**src/rtl/ps2_pkg.sv**
```systemverilog
// Shared constants for the PS/2 keyboard path: scan-code set 2 prefixes,
// decoder state encodings and a few named keycodes.
package ps2_pkg;

  localparam int KEYCODE_W = 9;

  localparam logic [7:0] SC_EXT    = 8'hE0;
  localparam logic [7:0] SC_BRK    = 8'hF0;
  localparam logic [7:0] SC_PAUSE  = 8'hE1;
  localparam logic [7:0] SC_BAT    = 8'hAA;
  localparam logic [7:0] SC_ACK    = 8'hFA;
  localparam logic [7:0] SC_ECHO   = 8'hEE;
  localparam logic [7:0] SC_RESEND = 8'hFE;
  localparam logic [7:0] SC_OVR0   = 8'h00;
  localparam logic [7:0] SC_OVR1   = 8'hFF;

  typedef logic [2:0] dec_state_t;
  localparam dec_state_t ST_IDLE    = 3'd0;
  localparam dec_state_t ST_EXT     = 3'd1;
  localparam dec_state_t ST_BRK     = 3'd2;
  localparam dec_state_t ST_EXT_BRK = 3'd3;
  localparam dec_state_t ST_SKIP    = 3'd4;

  // Bytes still to swallow after the E1 that opens the pause sequence
  localparam logic [2:0] PAUSE_TAIL = 3'd7;

  localparam logic [KEYCODE_W-1:0] KEY_2 = 9'h072;
  localparam logic [KEYCODE_W-1:0] KEY_3 = 9'h07A;
  localparam logic [KEYCODE_W-1:0] KEY_4 = 9'h06B;

  function automatic logic is_ignored(input logic [7:0] b);
    return (b == SC_BAT) || (b == SC_ACK) || (b == SC_ECHO) ||
           (b == SC_RESEND) || (b == SC_OVR0) || (b == SC_OVR1);
  endfunction

endpackage

```
**src/rtl/ps2_frame_rx.sv**
```systemverilog
// PS/2 device-to-host frame receiver: synchronises and de-glitches the lines,
// shifts in 11-bit frames and flags start/parity/stop/timeout errors.
module ps2_frame_rx
  import ps2_pkg::*;
#(
  parameter int FILTER_LEN     = 8,
  parameter int TIMEOUT_CYCLES = 200000
) (
  input  logic       clk,
  input  logic       rst,
  input  logic       ps2_clk,
  input  logic       ps2_data,
  output logic [7:0] data_byte,
  output logic       byte_valid,
  output logic       frame_err
);

  localparam int FW = $clog2(FILTER_LEN);
  localparam int TW = $clog2(TIMEOUT_CYCLES + 1);
  localparam logic [FW-1:0] FILT_LAST    = FW'(FILTER_LEN - 1);
  localparam logic [TW-1:0] TIMEOUT_LAST = TW'(TIMEOUT_CYCLES - 1);

  logic [1:0]    clk_sync;
  logic [1:0]    data_sync;
  logic          clk_filt;
  logic [FW-1:0] filt_cnt;
  logic          fall;
  logic          data_bit;
  logic [3:0]    bit_cnt;
  logic [7:0]    shift;
  logic          parity_ok;
  logic [TW-1:0] idle_cnt;

  always_ff @(posedge clk or posedge rst) begin
    if (rst) begin
      clk_sync  <= 2'b11;
      data_sync <= 2'b11;
    end else begin
      clk_sync  <= {clk_sync[0], ps2_clk};
      data_sync <= {data_sync[0], ps2_data};
    end
  end

  // A level change is accepted only after FILTER_LEN consecutive differing samples
  always_ff @(posedge clk or posedge rst) begin
    if (rst) begin
      clk_filt <= 1'b1;
      filt_cnt <= '0;
    end else if (clk_sync[1] == clk_filt) begin
      filt_cnt <= '0;
    end else if (filt_cnt == FILT_LAST) begin
      clk_filt <= clk_sync[1];
      filt_cnt <= '0;
    end else begin
      filt_cnt <= filt_cnt + 1'b1;
    end
  end

  assign fall     = clk_filt && !clk_sync[1] && (filt_cnt == FILT_LAST);
  assign data_bit = data_sync[1];

  always_ff @(posedge clk or posedge rst) begin
    if (rst) begin
      bit_cnt    <= '0;
      shift      <= '0;
      parity_ok  <= 1'b0;
      idle_cnt   <= '0;
      data_byte  <= '0;
      byte_valid <= 1'b0;
      frame_err  <= 1'b0;
    end else begin
      byte_valid <= 1'b0;
      frame_err  <= 1'b0;
      if (fall) begin
        idle_cnt <= '0;
        case (bit_cnt)
          4'd0: begin
            if (data_bit) frame_err <= 1'b1;
            else          bit_cnt   <= 4'd1;
          end
          4'd9: begin
            parity_ok <= ^{shift, data_bit};
            bit_cnt   <= 4'd10;
          end
          4'd10: begin
            bit_cnt <= '0;
            if (data_bit && parity_ok) begin
              byte_valid <= 1'b1;
              data_byte  <= shift;
            end else begin
              frame_err <= 1'b1;
            end
          end
          default: begin
            shift   <= {data_bit, shift[7:1]};
            bit_cnt <= bit_cnt + 1'b1;
          end
        endcase
      // Only a partially received frame can time out; an idle line waits forever
      end else if (bit_cnt != 4'd0) begin
        if (idle_cnt == TIMEOUT_LAST) begin
          frame_err <= 1'b1;
          bit_cnt   <= '0;
          idle_cnt  <= '0;
        end else begin
          idle_cnt <= idle_cnt + 1'b1;
        end
      end
    end
  end

endmodule

```
**src/rtl/ps2_key_event_decoder.sv**
```systemverilog
// Scan-code set 2 decoder: turns received bytes into make/break events and
// keeps a held-key bitmap indexed by {ext,code}.
module ps2_key_event_decoder
  import ps2_pkg::*;
#(
  parameter int FILTER_LEN     = 8,
  parameter int TIMEOUT_CYCLES = 200000,
  parameter bit REPEAT_EVENTS  = 1'b1
) (
  input  logic                 clk,
  input  logic                 rst,
  input  logic                 ps2_clk,
  input  logic                 ps2_data,
  output logic [511:0]         key_down,
  output logic [KEYCODE_W-1:0] last_change,
  output logic                 key_valid,
  output logic                 rx_error
);

  logic [7:0]           data_byte;
  logic                 byte_valid;
  logic                 frame_err;
  dec_state_t           state, state_next;
  logic [2:0]           skip_cnt, skip_next;
  logic                 ev_make, ev_break;
  logic [KEYCODE_W-1:0] ev_code;

  ps2_frame_rx #(
    .FILTER_LEN     (FILTER_LEN),
    .TIMEOUT_CYCLES (TIMEOUT_CYCLES)
  ) u_rx (
    .clk        (clk),
    .rst        (rst),
    .ps2_clk    (ps2_clk),
    .ps2_data   (ps2_data),
    .data_byte  (data_byte),
    .byte_valid (byte_valid),
    .frame_err  (frame_err)
  );

  assign rx_error = frame_err;

  // A dropped frame abandons any half-seen prefix so the next byte starts fresh
  always_comb begin
    state_next = state;
    skip_next  = skip_cnt;
    ev_make    = 1'b0;
    ev_break   = 1'b0;
    ev_code    = {1'b0, data_byte};
    if (frame_err) begin
      state_next = ST_IDLE;
    end else if (byte_valid) begin
      case (state)
        ST_IDLE: begin
          if (data_byte == SC_EXT) begin
            state_next = ST_EXT;
          end else if (data_byte == SC_BRK) begin
            state_next = ST_BRK;
          end else if (data_byte == SC_PAUSE) begin
            state_next = ST_SKIP;
            skip_next  = PAUSE_TAIL;
          end else if (!is_ignored(data_byte)) begin
            ev_make = 1'b1;
          end
        end
        ST_EXT: begin
          if (data_byte == SC_BRK) begin
            state_next = ST_EXT_BRK;
          end else if (data_byte != SC_EXT) begin
            ev_make    = 1'b1;
            ev_code    = {1'b1, data_byte};
            state_next = ST_IDLE;
          end
        end
        ST_BRK: begin
          ev_break   = 1'b1;
          state_next = ST_IDLE;
        end
        ST_EXT_BRK: begin
          ev_break   = 1'b1;
          ev_code    = {1'b1, data_byte};
          state_next = ST_IDLE;
        end
        ST_SKIP: begin
          if (skip_cnt <= 3'd1) begin
            skip_next  = '0;
            state_next = ST_IDLE;
          end else begin
            skip_next = skip_cnt - 1'b1;
          end
        end
        default: state_next = ST_IDLE;
      endcase
    end
  end

  always_ff @(posedge clk or posedge rst) begin
    if (rst) begin
      state    <= ST_IDLE;
      skip_cnt <= '0;
    end else begin
      state    <= state_next;
      skip_cnt <= skip_next;
    end
  end

  // A repeat make of a held key is only reported when REPEAT_EVENTS is set
  always_ff @(posedge clk or posedge rst) begin
    if (rst) begin
      key_down    <= '0;
      last_change <= '0;
      key_valid   <= 1'b0;
    end else begin
      key_valid <= 1'b0;
      if (ev_make || ev_break) begin
        key_down[ev_code] <= ev_make;
        if (ev_break || !key_down[ev_code] || REPEAT_EVENTS) begin
          last_change <= ev_code;
          key_valid   <= 1'b1;
        end
      end
    end
  end

endmodule

```
**config.mk**
```make
export PLATFORM = sky130hd
export DESIGN_NAME = ps2_key_event_decoder
export DESIGN_NICKNAME = d
export VERILOG_FILES = /design/src/rtl/ps2_pkg.sv /design/src/rtl/ps2_frame_rx.sv /design/src/rtl/ps2_key_event_decoder.sv
export SDC_FILE = /design/constraint.sdc
export NUM_CORES = 1
export LEC_CHECK = 0
export CAP_MARGIN = 20
export CORE_ASPECT_RATIO = 1.1
export CORE_MARGIN = 5
export CORE_UTILIZATION = 49
export CTS_BUF_LIST = sky130_fd_sc_hd__clkbuf_2 sky130_fd_sc_hd__clkbuf_4 sky130_fd_sc_hd__clkbuf_8
export CTS_CLUSTER_DIAMETER = 30
export CTS_CLUSTER_SIZE = 8
export DETAILED_ROUTE_END_ITERATION = 6
export PLACE_DENSITY = 0.8
export SETUP_SLACK_MARGIN = 0.15
export SLEW_MARGIN = 15
export SYNTH_ARGS = -nofsm -noshare
export SYNTH_HDL_FRONTEND = slang
export SYNTH_SLANG_ARGS = --single-unit
```
**constraint.sdc**
```tcl
create_clock -name clk -period 25.6 [get_ports clk]
set_input_delay 2.56 -clock clk [delete_from_list [all_inputs] [get_ports clk]]
set_output_delay 2.56 -clock clk [all_outputs]
set_load 0.03 [all_outputs]
```
==> run metrics, run 1 <==
run status=complete, no violations; initial antenna violation count=1; Skew-Pair Late Insertion Delay=0.70 ns; site row count=85; EDFF count, synth=0; aggregate global routing overflow=0; Max Cap Viol=0; Seq/Total Area, Yosys=59.7%; WL met3=8510 microns; first-pass GRT wire length=120,000 microns; Worst EP required=26.31 ns; gr usage total=28.2%; metal2 WL=36,800 microns; Top Layer Used=met4; TritonCTS clock tree=done; htree depth=3; Final Wtd Congestion=0.863; most used flip-flop cell after synthesis=dfrtp_1; clk slew on worst S/H paths=0.06 ns; Pre-Repair DR Iteration Count=6; syn_nets=2,183; filler instances=3,653; Final #Nets=2,595; met1 WL=30,400 microns; endpoint class of the critical path=async pin; fmax=182 MHz; clock root buffer=clkbuf_8; Yosys top cell by area=dfrtp_1; Worst-Margin Slew=1.17 ns; Setup crit start kind=input pin; core area=48,900 sq um; cts bufs inserted=106; Detail Route Antenna Nets=0; crit path kind=in -> async; DRT iter0 DRCs=2,339; CP Max Fanout=128; layout cells sized above 1=10.8%; period utilization=21.5%; Synth top area share=59.2%; Initial Utilization=49.4%; placed cell area=29,300 sq um; class of the worst hold path=reg -> reg; Final Cell Area=31,700 sq um; drc violations=0; CP max stage delay=0.83 ns; Netlist cell types=56; crit path max-delay cell type=buf_4; postcts setup bufs=0; most common cell in the synthesized netlist=dfrtp_1; post-cts gate resize count=0; die span in y=243 microns; ranking of synthesized cells by area=dfrtp_1 59%, o31ai_1 16%, o21ai_0 11%; PD cells=59.5 nW/um^2; largest net degree at the start of global routing=258; leak pwr=0.0132 uW; Hold Buf Count CTS=0; critical path arrival=6.21 ns; YS warnings=0; clk sink count=577; total wire length=78,800 microns; setup TNS=0 ns; # IOs=527; Final Util=64.8%; vias=20.1k; Max VDD drop=0.0419 mV; Die Width=222 microns; clk buf depth=3; Critical Path Most Common Cell=buf_4; slew margin rel.=22.3%; FFs w/ async S/R, synth=100%; Synth Register Bits=577; Total Die Area=53,900 sq um; syn_area_per_cell=11.1 sq um; Final Hold Viols=0; WL/cell=23.8 microns; routed vias/inst=6.06; max-slew violation count=0; Clock Skew=0.0409 ns; Post-DP HPWL=49,700 microns; Area Growth Syn to Fin=31.1%; port bufs=526; Synth top cells by count=572 x dfrtp_1, 515 x o21ai_0, 503 x o31ai_1; Critical Path, Cell by Cell=clkdlybuf4s50_1 -> inv_8 -> buf_4 -> buf_4 -> buf_4; RSZ-0062 raised after global routing=no; Synth Cell Area=24,200 sq um; final setup fails=0; Gate Count Post-Synth=2,169; Period minus WS final=5.50 ns; vias in the first global route=20.0k
worst max-delay path, delay by kind of cell:
kind | cells | cell delay [ns]
buf+inv | 5 | 3.35
per-layer routing:
layer | vias up | GRT usage, %
met5 | - | 0
met4 | 0 | 12.1
met3 | 157 | 10.2
met2 | 1069 | 44.9
met1 | 9891 | 35.1
li1 | 8963 | -
sequential cells by signal, indices dropped and copies added (netlist names), 2 cells and up:
register,count
key_down,512
u_rx.idle_cnt,18
last_change,9
u_rx.data_byte,8
u_rx.shift,8
u_rx.bit_cnt,4
skip_cnt,3
state,3
u_rx.filt_cnt,3
u_rx.clk_sync,2
u_rx.data_sync,2
placed cells by master (no fill, tap or decap), types with 4 or more instances in the layout:
master / instances
nand2_1: 55
inv_1: 11
xnor2_1: 13
nor3_1: 10
clkbuf_8: 124
nor2b_1: 10
o21a_1: 10
nor2_1: 39
clkbuf_4: 19
clkinv_2: 17
o21ai_0: 515
bufinv_16: 8
dfstp_2: 5
o31ai_1: 503
clkdlybuf4s50_1: 526
a21oi_1: 5
clkinv_4: 4
xor2_1: 10
o21bai_2: 15
ha_1: 10
buf_4: 36
and3_1: 9
nand3_1: 10
or4_1: 4
clkinvlp_4: 11
nand2b_1: 5
mux2_2: 22
dfrtp_1: 572
nand4_1: 12
nand3_2: 5
report_power, final:
part / switching [uW] / internal (uW)
clock network: 394 / 552
logic: 19.4 / 3.71
registers: 1.32 / 915
total: 415 / 1470
cells by family (layout without fill, tap and decap cells):
logic type               after synthesis  count (layout)  synth area share, %
AO/OA/AOI/OAI                       1078            1078                 28.2
XOR/XNOR                              23              23                0.833
adder cells (fa/ha/maj)               11              11                0.559
buffers and inverters                277             766                 5.96
flip-flops                           577             577                 59.7
multiplexers                          24              24                 1.11
other                                  0               1                    0
AND/OR/NAND/NOR                      179             179                 3.64
metrics by stage:
stage	setup slack [ns]	total power, uW	std cells	hold slack [ns]
final	20.10	1890	3311	0.355
after global routing	19.60	1950	3311	0.359
after CTS	20.12	1900	3307	0.359
after detailed placement	19.36	956	3122	0.347
after global placement	19.48	955	3122	0.347
after floorplan	6.91	949	2169	0.345
area by class of cell:
cell class / instances / area, sq um / share of cell area, %
multi-input cells: 1315 / 8410 / 26.5
flip-flops and latches: 577 / 14400 / 45.6
repair buffers: 568 / 5650 / 17.8
diodes: 1 / 2.50 / 0.00790
well taps: 652 / 816 / 2.57
clock buffers: 143 / 1850 / 5.83
clock inverters: 42 / 468 / 1.48
inverters: 13 / 56.3 / 0.178
final timing paths:
| kind | end | slack (ns) | cells past startpoint | start |
|---|---|---|---|---|
| worst max-delay path | key_down[387]$_DFFE_PP0P_ | 20.10 | 5 | rst |
| min in group asynchronous | key_down[70]$_DFFE_PP0P_ | 2.46 | 2 | rst |
| worst min register to register | u_rx.data_sync[1]$_DFF_PP1_ | 0.36 | 0 | u_rx.data_sync[0]$_DFF_PP1_ |
| worst min-delay path | u_rx.data_sync[1]$_DFF_PP1_ | 0.36 | 0 | u_rx.data_sync[0]$_DFF_PP1_ |
| max in group clk | rx_error | 21.05 | 1 | u_rx.frame_err$_DFF_PP0_ |
| worst max register to register | key_down[138]$_DFFE_PP0P_ | 22.19 | 6 | u_rx.data_byte[1]$_DFFE_PP0P_ |
Note: power is estimated with default switching activity, not from simulation.
==> run 2, diff against run 1 <==
- CORE_UTILIZATION: 49 -> 48
- PLACE_DENSITY: 0.8 -> 0.81
- clock period: 25.6 -> 4.6 ns (I/O delays scaled with it)
==> run metrics, run 2 (same netlist as run 1, synthesis figures left out) <==
Die Width=224 microns (+0.99%); vias in the first global route=20.3k (+2.0%); drc violations=0 (unchanged); Skew-Pair Late Insertion Delay=0.71 ns (about the same); Antenna diodes=0 (-1); routed vias/inst=6.13 (+1.0%); die span in y=245 microns (+0.99%); final worst slack=1.23 ns (-18.88 ns); setup TNS=0 ns (unchanged); clk buf depth=3 (unchanged); max-slew violation count=0 (unchanged); Max Cap Viol=0 (unchanged); run status=complete, no violations; cts bufs inserted=105 (-0.94%); clk slew on worst S/H paths=0.07 ns (about the same); Period minus WS final=3.37 ns; Initial Utilization=48.3% (-1.1 points); port bufs=526 (unchanged); largest register by flop count=key_down; TritonCTS clock tree=done; critical path arrival=3.93 ns (-2.28 ns); Final Wtd Congestion=0.919 (+6.5%); Final Hold Viols=0 (unchanged); Multi-input gate area=8420 sq um (about the same); htree depth=3 (unchanged); site row count=86 (+1.2%); FF/Latch Area=14,400 sq um (unchanged); most common cell after layout, fill and taps aside=dfrtp_1; Max VDD drop=0.273 mV (+550%); final setup fails=0 (unchanged); Area Growth Syn to Fin=32.0%; Clock Skew=0.0439 ns (+0.00291 ns); pre-CTS WS=1.06 ns (-18.30 ns); gr usage total=28.3% (+0.099 points); RSZ-0062 raised after global routing=no; most frequent cells in the layout=572 x dfrtp_1, 526 x clkdlybuf4s50_1, 515 x o21ai_0; crit path kind=reg -> reg; placed cell area=29,600 sq um (+0.96%); Pre-Repair DR Iteration Count=7 (+1); core area=50,000 sq um (+2.3%); fmax=296 MHz; PD cells=326 nW/um^2 (+450%); # IOs=527 (unchanged); postcts setup bufs=0 (unchanged); vias=20.5k (+1.9%); layout cells sized above 1=11.5% (+0.69 points); class of the worst hold path=in -> async; clk sink count=577 (unchanged); period utilization=73.4%; leak pwr=0.0133 uW (+1.1%); aggregate global routing overflow=0 (unchanged); initial antenna violation count=0 (-1); Detail Route Antenna Nets=0 (unchanged); max FFs per register=512 (unchanged); filler instances=3,707 (+1.5%); Post-DP HPWL=51,400 microns (+3.4%); DRT iter0 DRCs=2,131 (-8.9%); Final #Nets=2,623 (+1.1%); first-pass GRT wire length=122,000 microns (+1.8%); Worst-Margin Slew=1.06 ns (-0.103 ns); Critical R2R Launch=state[2]$_DFFE_PP0P_; Worst EP required=5.16 ns (-21.15 ns); endpoint class of the critical path=register; clock root buffer=clkbuf_8; slew margin rel.=29.0% (+6.7 points); largest registers=key_down (512), u_rx.idle_cnt (18), last_change (9); total wire length=80,200 microns (+1.8%); largest net degree at the start of global routing=167 (-35%); crit path launch=state[2]$_DFFE_PP0P_; Hold Buf Count CTS=0 (unchanged); post-cts gate resize count=0 (unchanged); Total Die Area=55,000 sq um (+2.0%); Setup crit start kind=register; Final Cell Area=31,900 sq um (+0.73%); CP Max Fanout=32 (-75%); WL/cell=24.0 microns (+0.88%)
## run 2: cell count changes in the layout (fill, tap and decap cells not counted), moves of 2 or more
cell / delta
buf_12: +6
o21bai_2: -2
clkbuf_8: -3
o21bai_4: +2
clkinvlp_4: -4
inv_6: +2
buf_4: +22
## run 2: final cells by class
class | instances | area share (%)
inverter | 13 | 0.165
clock inverter | 40 | 1.37
tap | 660 | 2.59
timing repair buffer | 597 | 18.6
multi-input combinational | 1315 | 26.4
clock buffer | 139 | 5.64
sequential | 577 | 45.2
## run 2: worst paths after layout
kind                                                endpoint  slack, ns  cells past startpoint
worst min register to register   u_rx.data_sync[1]$_DFF_PP1_       0.35                      0
min in group clk                 u_rx.data_sync[0]$_DFF_PP1_       0.17                      1
worst max-delay path               key_down[290]$_DFFE_PP0P_       1.23                      6
worst min-delay path                key_down[82]$_DFFE_PP0P_       0.07                      2
worst max register to register     key_down[290]$_DFFE_PP0P_       1.23                      6
max in group asynchronous       u_rx.idle_cnt[0]$_DFFE_PP0P_       3.33                      4
## run 2: metrics by stage
step / total power, uW / hold slack (ns) / cells / utilization (%)
finish: 10400 / 0.0686 / 3341 / 63.8
floorplan: 5290 / 0.345 / 2169 / -
detailed placement: 5330 / 0.347 / 3157 / 59.2
CTS: 10500 / 0.0983 / 3336 / 63.6
global route: 10800 / 0.0424 / 3341 / 63.8
global placement: 5320 / 0.348 / 3157 / 59.2
## run 2: per-layer routing
layer  vias up  wire [microns]  GRT usage, %
li1       9035               -             -
met1     10100           30800          35.7
met2      1147           37700          45.0
met3       185            9070          10.2
met4         0            2670          11.0
met5         -               0             0
## run 2: report_power, final
part	switching [uW]	internal [uW]
sequential	6.74	5090
clock	2210	2960
combinational	112	27.0
total	2320	8080
## run 2: worst max-delay path, stage by stage (launching register included)
cell	delay, ns
dfrtp_1	0.52
nor3b_2	0.51
nand2_1	0.29
nor3_1	0.64
nand2_1	0.72
o21ai_0	0.44
o31ai_1	0.12
